File: src/rtl/ex_lsu_pkg.sv
`default_nettype none
// +----------------------------------------------------------------------+
// | ex_lsu_pkg : bus widths, stall encoding and payload layout for ex_lsu |
// | Revision   : 1.0                                                     |
// +----------------------------------------------------------------------+
package ex_lsu_pkg;

  localparam int ID_TO_LSU_WD = 155;
  localparam int EX_TO_MEM_WD = 76;
  localparam int EX_TO_RF_WD  = 38;
  localparam int LOAD_BUS_WD  = 5;
  localparam int STALL_WD     = 6;

  localparam logic STOP    = 1'b1;
  localparam logic NO_STOP = 1'b0;

  localparam logic [1:0] MEM_SZ_B = 2'b00;
  localparam logic [1:0] MEM_SZ_H = 2'b01;
  localparam logic [1:0] MEM_SZ_W = 2'b10;

  typedef struct packed {
    logic [31:0] pc;
    logic        mem_en;
    logic        mem_we;
    logic [1:0]  mem_size;
    logic        mem_unsigned;
    logic [31:0] base;
    logic [15:0] offset;
    logic [31:0] store_data;
    logic        rf_we;
    logic [4:0]  rf_waddr;
    logic [31:0] alu_result;
  } id_to_lsu_t;

  function automatic logic [31:0] sext16(input logic [15:0] v);
    return {{16{v[15]}}, v};
  endfunction

endpackage
`default_nettype wire

File: src/rtl/ex_lsu_lane_gen.sv
`default_nettype none
// +----------------------------------------------------------------------+
// | lsu_lane_gen : byte-lane select, write enables and replicated wdata  |
// | Revision     : 1.0                                                   |
// +----------------------------------------------------------------------+
module lsu_lane_gen
  import ex_lsu_pkg::*;
(
  input  logic        mem_en_i,
  input  logic [1:0]  ea_lo_i,
  input  logic [1:0]  size_i,
  input  logic        we_i,
  input  logic [31:0] store_data_i,
  output logic [3:0]  sel_o,
  output logic [3:0]  wen_o,
  output logic [31:0] wdata_o
);

  always_comb begin
    sel_o = 4'b0000;
    if (mem_en_i) begin
      case (size_i)
        MEM_SZ_B: sel_o = 4'b0001 << ea_lo_i;
        MEM_SZ_H: sel_o = ea_lo_i[1] ? 4'b1100 : 4'b0011;
        MEM_SZ_W: sel_o = 4'b1111;
        default:  sel_o = 4'b0000;
      endcase
    end
  end

  always_comb begin
    case (size_i)
      MEM_SZ_B: wdata_o = {4{store_data_i[7:0]}};
      MEM_SZ_H: wdata_o = {2{store_data_i[15:0]}};
      default:  wdata_o = store_data_i;
    endcase
  end

  assign wen_o = we_i ? sel_o : 4'b0000;

endmodule
`default_nettype wire

File: src/rtl/ex_lsu.sv
`default_nettype none
// +----------------------------------------------------------------------+
// | ex_lsu : EX-stage load/store unit; optional LSU_ALIGN_CHECK_EN       |
// | Revision : 1.0                                                       |
// +----------------------------------------------------------------------+
module ex_lsu
  import ex_lsu_pkg::*;
#(
  parameter int STALL_IDX = 2
) (
  input  logic                    clk,
  input  logic                    rst,
  input  logic [STALL_WD-1:0]     stall,
  input  logic [ID_TO_LSU_WD-1:0] id_to_lsu_bus,
  input  logic [1:0]              id_rs_re,
  input  logic [4:0]              id_rs_addr,
  input  logic [4:0]              id_rt_addr,
`ifdef LSU_ALIGN_CHECK_EN
  output logic                    excp_adel,
  output logic                    excp_ades,
  output logic [31:0]             excp_badvaddr,
`endif
  output logic                    data_sram_en,
  output logic [3:0]              data_sram_wen,
  output logic [31:0]             data_sram_addr,
  output logic [31:0]             data_sram_wdata,
  output logic [3:0]              data_ram_sel,
  output logic [LOAD_BUS_WD-1:0]  ex_load_bus,
  output logic [EX_TO_MEM_WD-1:0] ex_to_mem_bus,
  output logic [EX_TO_RF_WD-1:0]  ex_to_rf_bus,
  output logic                    stallreq_load
);

  id_to_lsu_t r_q;
  id_to_lsu_t r_d;

  // EX stopped while MEM drains: inject a bubble rather than hold
  always_comb begin
    r_d = r_q;
    if (stall[STALL_IDX] == STOP && stall[STALL_IDX+1] == NO_STOP)
      r_d = '0;
    else if (stall[STALL_IDX] == NO_STOP)
      r_d = id_to_lsu_t'(id_to_lsu_bus);
  end

  always_ff @(posedge clk) begin
    if (rst) r_q <= '0;
    else     r_q <= r_d;
  end

  logic w_unused_stall;
  assign w_unused_stall = ^stall;

  logic [31:0] w_ea;
  logic [3:0]  w_sel;
  logic [3:0]  w_lane_wen;
  logic [31:0] w_wdata;
  logic        w_load;
  logic        w_fault;
  logic        w_rf_we;
  logic [31:0] w_result;
  logic [4:0]  w_load_dec;

  assign w_ea = r_q.base + sext16(r_q.offset);

  lsu_lane_gen u_lane_gen (
    .mem_en_i     (r_q.mem_en),
    .ea_lo_i      (w_ea[1:0]),
    .size_i       (r_q.mem_size),
    .we_i         (r_q.mem_we),
    .store_data_i (r_q.store_data),
    .sel_o        (w_sel),
    .wen_o        (w_lane_wen),
    .wdata_o      (w_wdata)
  );

  assign w_load = r_q.mem_en & ~r_q.mem_we;

`ifdef LSU_ALIGN_CHECK_EN
  assign w_fault = r_q.mem_en &
                   (((r_q.mem_size == MEM_SZ_H) & w_ea[0]) |
                    ((r_q.mem_size == MEM_SZ_W) & (w_ea[1:0] != 2'b00)));
  assign excp_adel     = w_fault & ~r_q.mem_we;
  assign excp_ades     = w_fault &  r_q.mem_we;
  assign excp_badvaddr = w_ea;
`else
  assign w_fault = 1'b0;
`endif

  // {lb, lbu, lh, lhu, lw}
  always_comb begin
    w_load_dec = 5'b00000;
    if (w_load) begin
      case (r_q.mem_size)
        MEM_SZ_B: w_load_dec = r_q.mem_unsigned ? 5'b01000 : 5'b10000;
        MEM_SZ_H: w_load_dec = r_q.mem_unsigned ? 5'b00010 : 5'b00100;
        MEM_SZ_W: w_load_dec = 5'b00001;
        default:  w_load_dec = 5'b00000;
      endcase
    end
  end

  assign w_rf_we  = r_q.rf_we & ~w_fault;
  assign w_result = r_q.mem_en ? w_ea : r_q.alu_result;

  assign data_sram_en    = r_q.mem_en & ~w_fault;
  assign data_sram_wen   = w_lane_wen & {4{~w_fault}};
  assign data_sram_addr  = w_ea;
  assign data_sram_wdata = w_wdata;
  assign data_ram_sel    = w_sel;
  assign ex_load_bus     = w_fault ? 5'b00000 : w_load_dec;

  assign ex_to_mem_bus = {r_q.pc, data_sram_en, data_sram_wen, w_load,
                          w_rf_we, r_q.rf_waddr, w_result};
  assign ex_to_rf_bus  = {w_rf_we, r_q.rf_waddr, w_result};

  assign stallreq_load = w_load & w_rf_we & (r_q.rf_waddr != 5'd0) &
                         ((id_rs_re[0] & (id_rs_addr == r_q.rf_waddr)) |
                          (id_rs_re[1] & (id_rt_addr == r_q.rf_waddr)));

endmodule
`default_nettype wire

File: config.mk
export PLATFORM = sky130hd
export DESIGN_NAME = ex_lsu
export DESIGN_NICKNAME = d
export VERILOG_FILES = /design/src/rtl/ex_lsu_pkg.sv /design/src/rtl/ex_lsu_lane_gen.sv /design/src/rtl/ex_lsu.sv
export SDC_FILE = /design/constraint.sdc
export NUM_CORES = 1
export LEC_CHECK = 0
export BUFFER_PORTS_ARGS = -buffer_cell sky130_fd_sc_hd__buf_2
export CAP_MARGIN = 20
export CORE_AREA = 2 2 144 146
export CTS_BUF_LIST = sky130_fd_sc_hd__clkbuf_4 sky130_fd_sc_hd__clkbuf_8 sky130_fd_sc_hd__clkbuf_16
export DETAILED_ROUTE_END_ITERATION = 10
export DIE_AREA = 0 0 146 148
export PLACE_DENSITY = 0.8
export SYNTH_ARGS = -nofsm -noshare
export SYNTH_HDL_FRONTEND = slang
export SYNTH_SLANG_ARGS = --single-unit
File: constraint.sdc
create_clock -name clk -period 5.4 [get_ports clk]
set_input_delay 0.54 -clock clk [delete_from_list [all_inputs] [get_ports clk]]
set_output_delay 0.54 -clock clk [all_outputs]
set_load 0.02 [all_outputs]
# Word-level counts from Yosys, hierarchy flattened
# Index checks and enable logic that the tools add are counted.
dict set report op_classes {
  eq_ne 4
  shift 1
  bitwise_logic 9
  mul 0
  n_addsub 1
  reduce_logical 4
  muxes 10
  n_div 0
  n_lt_le_gt_ge 0
}
# operator count
set ops {}
lappend ops {{case mux 32 bit (2 select lines)} 1}
lappend ops {{adder 32 bit} 1}
lappend ops {{2-to-1 mux 32 bit} 1}
lappend ops {{case mux 5 bit (3 select lines)} 1}
lappend ops {{2-to-1 mux 4 bit} 3}
lappend ops {{case mux 4 bit (3 select lines)} 1}
lappend ops {{equality test 5 bit} 2}
lappend ops {{2-to-1 mux 5 bit} 2}
lappend ops {{AND 1 bit} 6}
lappend ops {{nonzero test 5 bit} 1}
lappend ops {{<< shifter 1 x 2 -> 4 bit, first input constant} 1}
lappend ops {{2-to-1 mux 3 bit} 1}
lappend ops {{equality test 2 x 1 -> 1 bit, second input constant} 1}
lappend ops {{equality test 2 bit, second input constant} 1}
lappend ops {{logical NOT 2 bit} 1}
lappend ops {{inverter 1 bit} 2}
lappend ops {{OR reduction 2 bit} 1}
lappend ops {{logical AND 1 bit} 1}
lappend ops {{OR 1 bit} 1}
dict set report totals {
  reg_bits 155
  inputBits 175
  latch_bits 0
  ram_bits 0
  rom_bits 0
  mem_count 0
}

# Depth between registers and ports, before layout
# Gate-level depths: netlist (run 1).
dict set report depth {
  ltp_word 5
  ltp_mapped 12
  ltp_nobuf 11
}

# Modules after synthesis
# Synthesis (run 1) repeated with hierarchy kept, for this count alone.
dict set report hier_totals {
  cells_unflattened 978
  hier_area_um2 8871.0
}
# module instances cells_each area_per_inst_um2 seq_area_each_um2
set by_module_without_submodules {}
lappend by_module_without_submodules {ex_lsu 1 911 8349.3 3103.0}
lappend by_module_without_submodules {lsu_lane_gen 1 67 521.8 0.0}

# Worst setup path before layout (run 1)
# Ideal clock, no wire load.
dict set report synth_timing {
  path_kind {reg2out}
  start {reg r_q[85] in the netlist's numbering}
  end {out ex_to_rf_bus[31]}
  arrival_time_ns 3.289
  path_slack_ns 1.571
  n_path_buf 2
  stages_incl_launch_ff 12
  path_cell_list {dfxtp_1 > ha_1 > buf_6 > a21o_1 > a21o_1 > nor3_2 > or4b_4 > a31oi_4 > o41ai_1 > xnor2_1 > mux2_2 > buf_4}
}
dict set report synth_between {
  elab_chain_cells 2
}
# item line
set synth_lines {}
lappend synth_lines {{start: declaration} ex_lsu.sv:34} ;# id_to_lsu_t r_q;
lappend synth_lines {{start signal: assignment} ex_lsu.sv:48} ;# else r_q <= r_d;
lappend synth_lines {{adder 32 bit} ex_lsu.sv:64} ;# assign w_ea = r_q.base + sext16(r_q.offset);
lappend synth_lines {{net data_sram_addr[31]} ex_lsu.sv:25} ;# output logic [31:0] data_sram_addr,
lappend synth_lines {{2-to-1 mux 32 bit} ex_lsu.sv:104} ;# assign w_result = r_q.mem_en ? w_ea : r_q.alu_result;
lappend synth_lines {{end: declaration} ex_lsu.sv:30} ;# output logic [EX_TO_RF_WD-1:0] ex_to_rf_bus,
# The timed path passes the listed nets, and every way through them passes these cells.

# Worst setup path in the final report (run 1)
dict set report layout_timing {
  start {reg r_q[85] in the netlist's numbering}
  end {out ex_to_rf_bus[31]}
}
dict set report layout_between {
  elab_chain_cells 2
}
# item line
set layout_lines {}
lappend layout_lines {{adder 32 bit} ex_lsu.sv:64}
lappend layout_lines {{2-to-1 mux 32 bit} ex_lsu.sv:104}
# No other way between the ends.

==> results of run 1 <==
cell usage after synthesis (2+ instances only):
library cell | number | area (sq um)
mux2_2 | 42 | 473.0
a211oi_1 | 2 | 15.01
dfxtp_1 | 155 | 3103
and2_1 | 7 | 43.79
clkbuf_2 | 3 | 15.01
nor2_1 | 175 | 656.9
nand3_1 | 8 | 40.04
a21o_1 | 21 | 157.7
o211ai_1 | 5 | 37.54
o21ai_0 | 24 | 120.1
xnor2_1 | 22 | 192.7
o221ai_1 | 3 | 26.28
ha_1 | 31 | 387.9
xor2_1 | 17 | 148.9
nand2b_1 | 5 | 31.28
a31oi_1 | 5 | 31.28
buf_4 | 90 | 675.7
nor4_1 | 4 | 25.02
a21oi_1 | 36 | 180.2
o31ai_1 | 2 | 15.01
o21bai_1 | 4 | 30.03
nand2_1 | 37 | 138.9
buf_1 | 15 | 56.30
and3_1 | 4 | 25.02
or3_1 | 2 | 12.51
nor3_1 | 5 | 25.02
clkbuf_1 | 34 | 127.6
mux2i_1 | 163 | 1632
nor2b_1 | 3 | 18.77
inv_1 | 19 | 71.32
nand4_1 | 5 | 31.28
stage by stage:
stage / instances / hold WS, ns / utilization / power [W]
after floorplan: 969 / 0.4553 / - / 0.001711
after global routing: 1498 / 0.3364 / 0.5362 / 0.003292
final: 1498 / 0.3540 / 0.5362 / 0.003142
after CTS: 1496 / 0.3371 / 0.5359 / 0.003178
after global placement: 1464 / 0.4676 / 0.5047 / 0.001865
after detailed placement: 1464 / 0.4780 / 0.5047 / 0.001879
flip-flops by register name, indices dropped and copies added, names as in the netlist:
name and cells:
w_rf_we 1, data_sram_en 1, ex_to_mem_bus 37, r_q 116
worst max-delay path: cells and delay by family (launching register included):
kind	cells	cell delay [ns]
compound gates	4	0.73
xor+xnor	1	0.17
fa+ha+maj	1	0.34
buf+inv	2	0.42
flops	1	0.54
mux	1	0.30
simple gates	2	0.73
cell families after synthesis:
kind of cell | Yosys count | synth area share
XOR/XNOR | 39 | 0.03897
AO/OA/AOI/OAI | 114 | 0.08380
adder cells (fa/ha/maj) | 32 | 0.04654
buffers and inverters | 162 | 0.1092
AND/OR/NAND/NOR | 261 | 0.1256
flip-flops | 155 | 0.3540
multiplexers | 206 | 0.2418
per-layer routing:
metal	vias to the layer above	GRT usage	wire length, um
li1	3725	-	-
met1	3434	0.2394	9665
met2	277	0.3828	11670
met3	36	0.05093	1461
met4	4	0.08592	610
met5	-	0	26
final timing paths:
check	from	to	cells past startpoint
worst min-delay path	id_to_lsu_bus[20]	r_q[20]$_SDFFE_PP0N_	3
worst max register to register	data_sram_en$_SDFFE_PP0N_	data_sram_en$_SDFFE_PP0N_	3
worst max-delay path	r_q[85]$_SDFFE_PP0N_	ex_to_rf_bus[31]	11
worst min register to register	ex_to_mem_bus[59]$_SDFFE_PP0N_	ex_to_mem_bus[59]$_SDFFE_PP0N_	2
layout by cell type (no fill, tap or decap), drive strengths merged, types with 2 or more instances in the layout:
cell type	instances
buf	367
nor2	175
mux2i	163
dfxtp	155
mux2	43
nand2	37
a21oi	36
ha	31
o21ai	25
inv	25
xnor2	22
a21o	21
clkbuf	20
xor2	17
nand3	8
and2	7
a31oi	6
nor3	6
o211ai	5
nand4	5
nand2b	5
and3	4
o21bai	4
nor4	4
nor2b	3
o221ai	3
bufinv	3
clkinvlp	3
a211oi	3
diode	2
or3	2
o31ai	2
area by class of cell:
class / count / area, sq um / area share
multi-input combinational: 652 / 4712 / 0.4386
sequential: 155 / 3104 / 0.2889
timing repair buffer: 368 / 1888 / 0.1757
clock buffer: 19 / 446.7 / 0.04157
tap: 270 / 337.8 / 0.03144
clock inverter: 13 / 178.9 / 0.01665
inverter: 19 / 71.32 / 0.006638
antenna: 2 / 5.005 / 0.0004658
where the power goes:
part / internal [W] / switching (W)
Sequential: 0.00120 / 0.0000417
Clock: 0.000760 / 0.000529
Combinational: 0.000248 / 0.000362
==> metrics.yaml, run 1 <==
synthesis:
  synth.cell_area_sq_um: 8765
  synthCells: 969
  synth-edff-count: 0
  avgSynthCellArea_sq_um: 9.045
  synthesis.nets: 1176
  synth_cell_types: 52
  synth_seq_cells: 155
  seq_area_frac_synth: 0.3540
  synth_flop_cell: "dfxtp_1"
  yosys_warnings: 0
  async_flop_share: 0
clock_tree:
  cts_htree_levels: 4
  cts_tree: "yes"
  clkSinkCount: 155
  clk_latency_ns: 0.41
  cts-root-buf: "clkbuf_16"
  clk_pin_slew_worst_paths_ns: 0.07
  hold_buffers: 0
  cts_setup_buffers: 0
  cts_buffer_depth: 2
  post_cts_resized: 0
  cts_buffers: 17
worst_setup_path:
  critPathMaxStageDelay_ns: 0.54
  critPathCaptureType: "output port"
  worst-setup-path-type: "register to output port"
  ff2ff_setup_slack_ns: 4.26
  required_ns: 4.86
  critPathLaunchType: "register"
  path_max_fanout: 11
  cpMaxStageDelayCell: "dfxtp_1"
  crit_chain: "buf_4 > ha_1 > a21o_1 > a21o_1 > nor3_2 > or4b_4 > a31oi_4 > o41ai_1 > xnor2_1 > mux2_2 > buf_2"
  crit_arrival_ns: 3.63
  crit_top_cell: "a21o_1"
route:
  viasPerCell: 4.991
  dr.pass1.iters: 4
  detail-route-antenna-nets: 0
  wl_um: 23440
  vias: 7476
  drc: 0
  drt_iter0_drc: 278
  wire_per_inst_um: 15.64
floorplanning:
  initial_core_util: 0.4374
  die_y_um: 148
  die_area_sq_um: 21610
  num_io_pins: 368
  die_x_um: 146
  row_count: 52
  core_region_area_sq_um: 20040
cells_and_area:
  syn2layout_area_growth_pct: 22.58
  final_area_sq_um: 10740
  nNetsFinal: 1420
  layout-drive-gt1-share: 0.3687
  num-fill-cells: 1867
worst_hold_path:
  hold_path.class: "primary input to register"
sta:
  fin_ws_ns: 1.229
  slew-limit-headroom: 0.4588
  fin_setup_tns_ns: 0
  finClkSkew_ns: 0
  fmax_ghz: 0.2398
  worst_pin_slew_ns: 0.8119
  fin_crit_ns: 4.171
  period_share: 0.7724
  slew_viol_final: 0
  hold_viol: 0
  rsz0062_at_grt: "no"
  setup_viol: 0
power_and_ir_drop:
  ir_worst_vdd_mv: 0.2341
  p_leak_nw: 5.756
  p_per_area_nw_per_um2: 292.4
placed_design:
  place_congestion: 0.8594
  place_area_sq_um: 10110
  pre_cts_ws_ns: 1.693
  dp_hpwl_um: 17560
  port_buffers: 363
global_route:
  grt_max_degree: 156
  grt_pass1_vias: 7390
  gr-usage-all-layers: 0.2115
  grt_pass1_wl_um: 37060
  antenna_found_initial: 5
  grt_overflow: 0
run_status:
  outcome: "complete, no violations"
run:
  maxCapViolCount: 0
Note: power is estimated with default switching activity, not from simulation.
==> run 2, diff against run 1 <==
Settings changed: CORE_AREA 2 2 144 146 to 2 2 141 143, DIE_AREA 0 0 146 148 to 0 0 143 145, PLACE_DENSITY 0.8 to 0.83.
Clock period 5.4 ns to 3.9 ns, I/O delays scaled along.
==> run 2 against run 1 <==
Compared with the run above:
- hold slack got worse by 0.16 ns
- design area increased by 0.14%
- power increased by 36%
- utilization grew 2.4 points
- sequential power increased by 40%
- die area shrank 4.0%
- sequential share of layout area hardly changed
- clock power rose by 31%
==> metrics.yaml, run 2 (synthesis results as in run 1) <==
run_status:
  outcome: "complete, no violations"
sta:
  slew-limit-headroom: 0.4500  # -0.008709
  worst_pin_slew_ns: 0.8249  # +0.01306 ns
  period_share: 0.9699
  fmax_ghz: 0.2644
  fin_setup_tns_ns: 0  # unchanged
  setup_viol: 0  # unchanged
  fin_crit_ns: 3.783
  rsz0062_at_grt: "no"
  hold_viol: 0  # unchanged
  slew_viol_final: 0  # unchanged
  finClkSkew_ns: 0  # unchanged
power_and_ir_drop:
  p_comb_frac: 0.198  # +0.004
  p_leak_nw: 5.766  # +0.17%
  clkPwrFrac: 0.397  # -0.013
  ir_worst_vdd_mv: 0.2730  # +17%
  switching_share: 0.3031  # +0.006281
  p_switching_w: 0.001294  # +39%
  power.share.sequential: 0.405  # +0.009
  p_int_w: 0.002975  # +35%
  p_per_area_nw_per_um2: 396.8  # +36%
floorplanning:
  die_y_um: 145  # -2.0%
  core_region_area_sq_um: 19210  # -4.2%
  initial_core_util: 0.4563  # +0.01895
  num_io_pins: 368  # unchanged
  die_area_sq_um: 20740  # -4.0%
  die_x_um: 143  # -2.1%
  row_count: 51  # -1.9%
cells_and_area:
  num-fill-cells: 1680  # -10%
  syn2layout_area_growth_pct: 22.76
  top_register: "r_q"
  nNetsFinal: 1425  # +0.35%
  mostFrequentLayoutCells: "362 x buf_2, 175 x nor2_1, 163 x mux2i_1"
  post-route-util: 0.5602  # +0.02401
  largest_reg_flops: 116  # unchanged
  mostFrequentLayoutCell: "buf_2"
  layout-drive-gt1-share: 0.3761  # +0.007438
worst_setup_path:
  ff2ff_path_depth: 2  # -1
  crit_arrival_ns: 3.39  # -0.24 ns
  critPathCaptureType: "output port"
  critPathMaxStageDelay_ns: 0.40  # -0.14 ns
  path_max_fanout: 3  # -8
  crit_chain: "ha_1 > inv_1 > fa_1 > nand2b_1 > a21oi_2 > o21ai_0 > nand3b_1 > a41oi_2 > o31ai_2 > xor2_1 > mux2_2 > buf_2"
  r2r-start: "r_q[120]$_SDFFE_PP0N_"
  ff2ff_setup_slack_ns: 2.70  # -1.56 ns
  worst-setup-path-type: "register to output port"
  crit_buf_inv: 2  # unchanged
  cpMaxStageDelayCell: "fa_1"
  critPathTopFamily: "compound AO/OA/AOI/OAI gates"
  r2r-end: "r_q[120]$_SDFFE_PP0N_"
  critPathLaunchType: "register"
  required_ns: 3.51  # -1.35 ns
route:
  detail-route-antenna-nets: 0  # unchanged
  vias: 7517  # +0.55%
  viasPerCell: 5.021  # +0.62%
  drc: 0  # unchanged
  drt_iter0_drc: 263  # -5.4%
  wire_per_inst_um: 15.85  # +1.3%
  wl_um: 23720  # +1.2%
  dr.pass1.iters: 5  # +1
clock_tree:
  cts_buffers: 17  # unchanged
  cts_tree: "yes"
  cts_htree_levels: 4  # unchanged
  clk_latency_ns: 0.42  # about the same
  hold_buffers: 0  # unchanged
  clk_pin_slew_worst_paths_ns: 0.07  # about the same
  cts_buffer_depth: 2  # unchanged
  clkSinkCount: 155  # unchanged
  cts-root-buf: "clkbuf_16"
global_route:
  grt_pass1_vias: 7275  # -1.6%
  gr-usage-all-layers: 0.2218  # +0.01024
  grt_overflow: 0  # unchanged
  grt_pass1_wl_um: 36640  # -1.1%
  grt_max_degree: 84  # -46%
  antenna_found_initial: 2  # -3
placed_design:
  place_congestion: 0.8720  # +1.5%
  port_buffers: 363  # unchanged
  dp_hpwl_um: 17880  # +1.8%
worst_hold_path:
  hold_path_end: "r_q[49]$_SDFFE_PP0N_"
  holdPathStages: 3  # unchanged
  hold_path.class: "primary input to register"
  min-delay-start: "id_to_lsu_bus[49]"
run:
  maxCapViolCount: 0  # unchanged
-- run 2: how the worst max path moves through the flow --
stage | slack [ns] | to | cells after the start | startpoint
after floorplan | 0.22 | ex_to_rf_bus[31] | 11 | r_q[85]$_SDFFE_PP0N_
after global placement | 0.38 | ex_to_rf_bus[30] | 12 | r_q[70]$_SDFFE_PP0N_
after detailed placement | 0.31 | ex_to_rf_bus[30] | 12 | r_q[70]$_SDFFE_PP0N_
after CTS | 0.06 | ex_to_mem_bus[28] | 12 | r_q[70]$_SDFFE_PP0N_
after global routing | 0.01 | ex_to_mem_bus[28] | 12 | r_q[70]$_SDFFE_PP0N_
final | 0.12 | ex_to_mem_bus[28] | 12 | r_q[70]$_SDFFE_PP0N_
-- run 2: worst register-to-register path, cell delays in order, from the launching register on --
cell and delay [ns]:
dfxtp_1 0.82, mux2i_1 0.18, nor2_1 0.13
-- run 2: layout make-up --
type                       instances  area, sq um  area share
tap                              265        331.6     0.03082
inverter                          19        71.32    0.006629
clock buffer                      18        432.9     0.04024
timing repair buffer             373         1913      0.1778
multi-input combinational        652         4740      0.4405
antenna                            1        2.502   0.0002326
sequential                       155         3105      0.2886
clock inverter                    14        162.7     0.01512
-- run 2: power groups by stage --
stage / sequential, W / clock (W) / combinational, W
after floorplan: 0.00174 / 0 / 0.000632
after global placement: 0.00176 / 0 / 0.000828
after detailed placement: 0.00176 / 0 / 0.000841
after CTS: 0.00173 / 0.00172 / 0.000846
after global routing: 0.00174 / 0.00179 / 0.000912
final: 0.00173 / 0.00169 / 0.000845
-- run 2: timing repair --
action,4_1_cts,5_1_grt
endpoints found under the hold margin,0,0
cloned,0,0
setup endpoints to repair,4,19
setup buffers,0,2
pin swaps,0,1
gates resized for setup,5,3
-- run 2: metrics by stage --
step                hold slack (ns)  instance area, sq um  instances  worst slack, ns  power, W
finish                       0.1976                 10760       1497           0.1174  0.004269
detailed placement           0.4827                 10120       1462           0.3061  0.002605
CTS                          0.1808                 10740       1494          0.06007  0.004297
global placement             0.4698                 10120       1462           0.3762  0.002588
global route                 0.1820                 10760       1497          0.01237  0.004446
floorplan                    0.4553                  8765        969           0.2209  0.002369
-- run 2: routing by layer --
metal,track usage,vias to the layer above,wire length [um]
met1,0.2469,3482,9539
met3,0.05611,30,1557
li1,-,3730,-
met5,0,-,13
met4,0.07030,2,484
met2,0.4069,273,12120
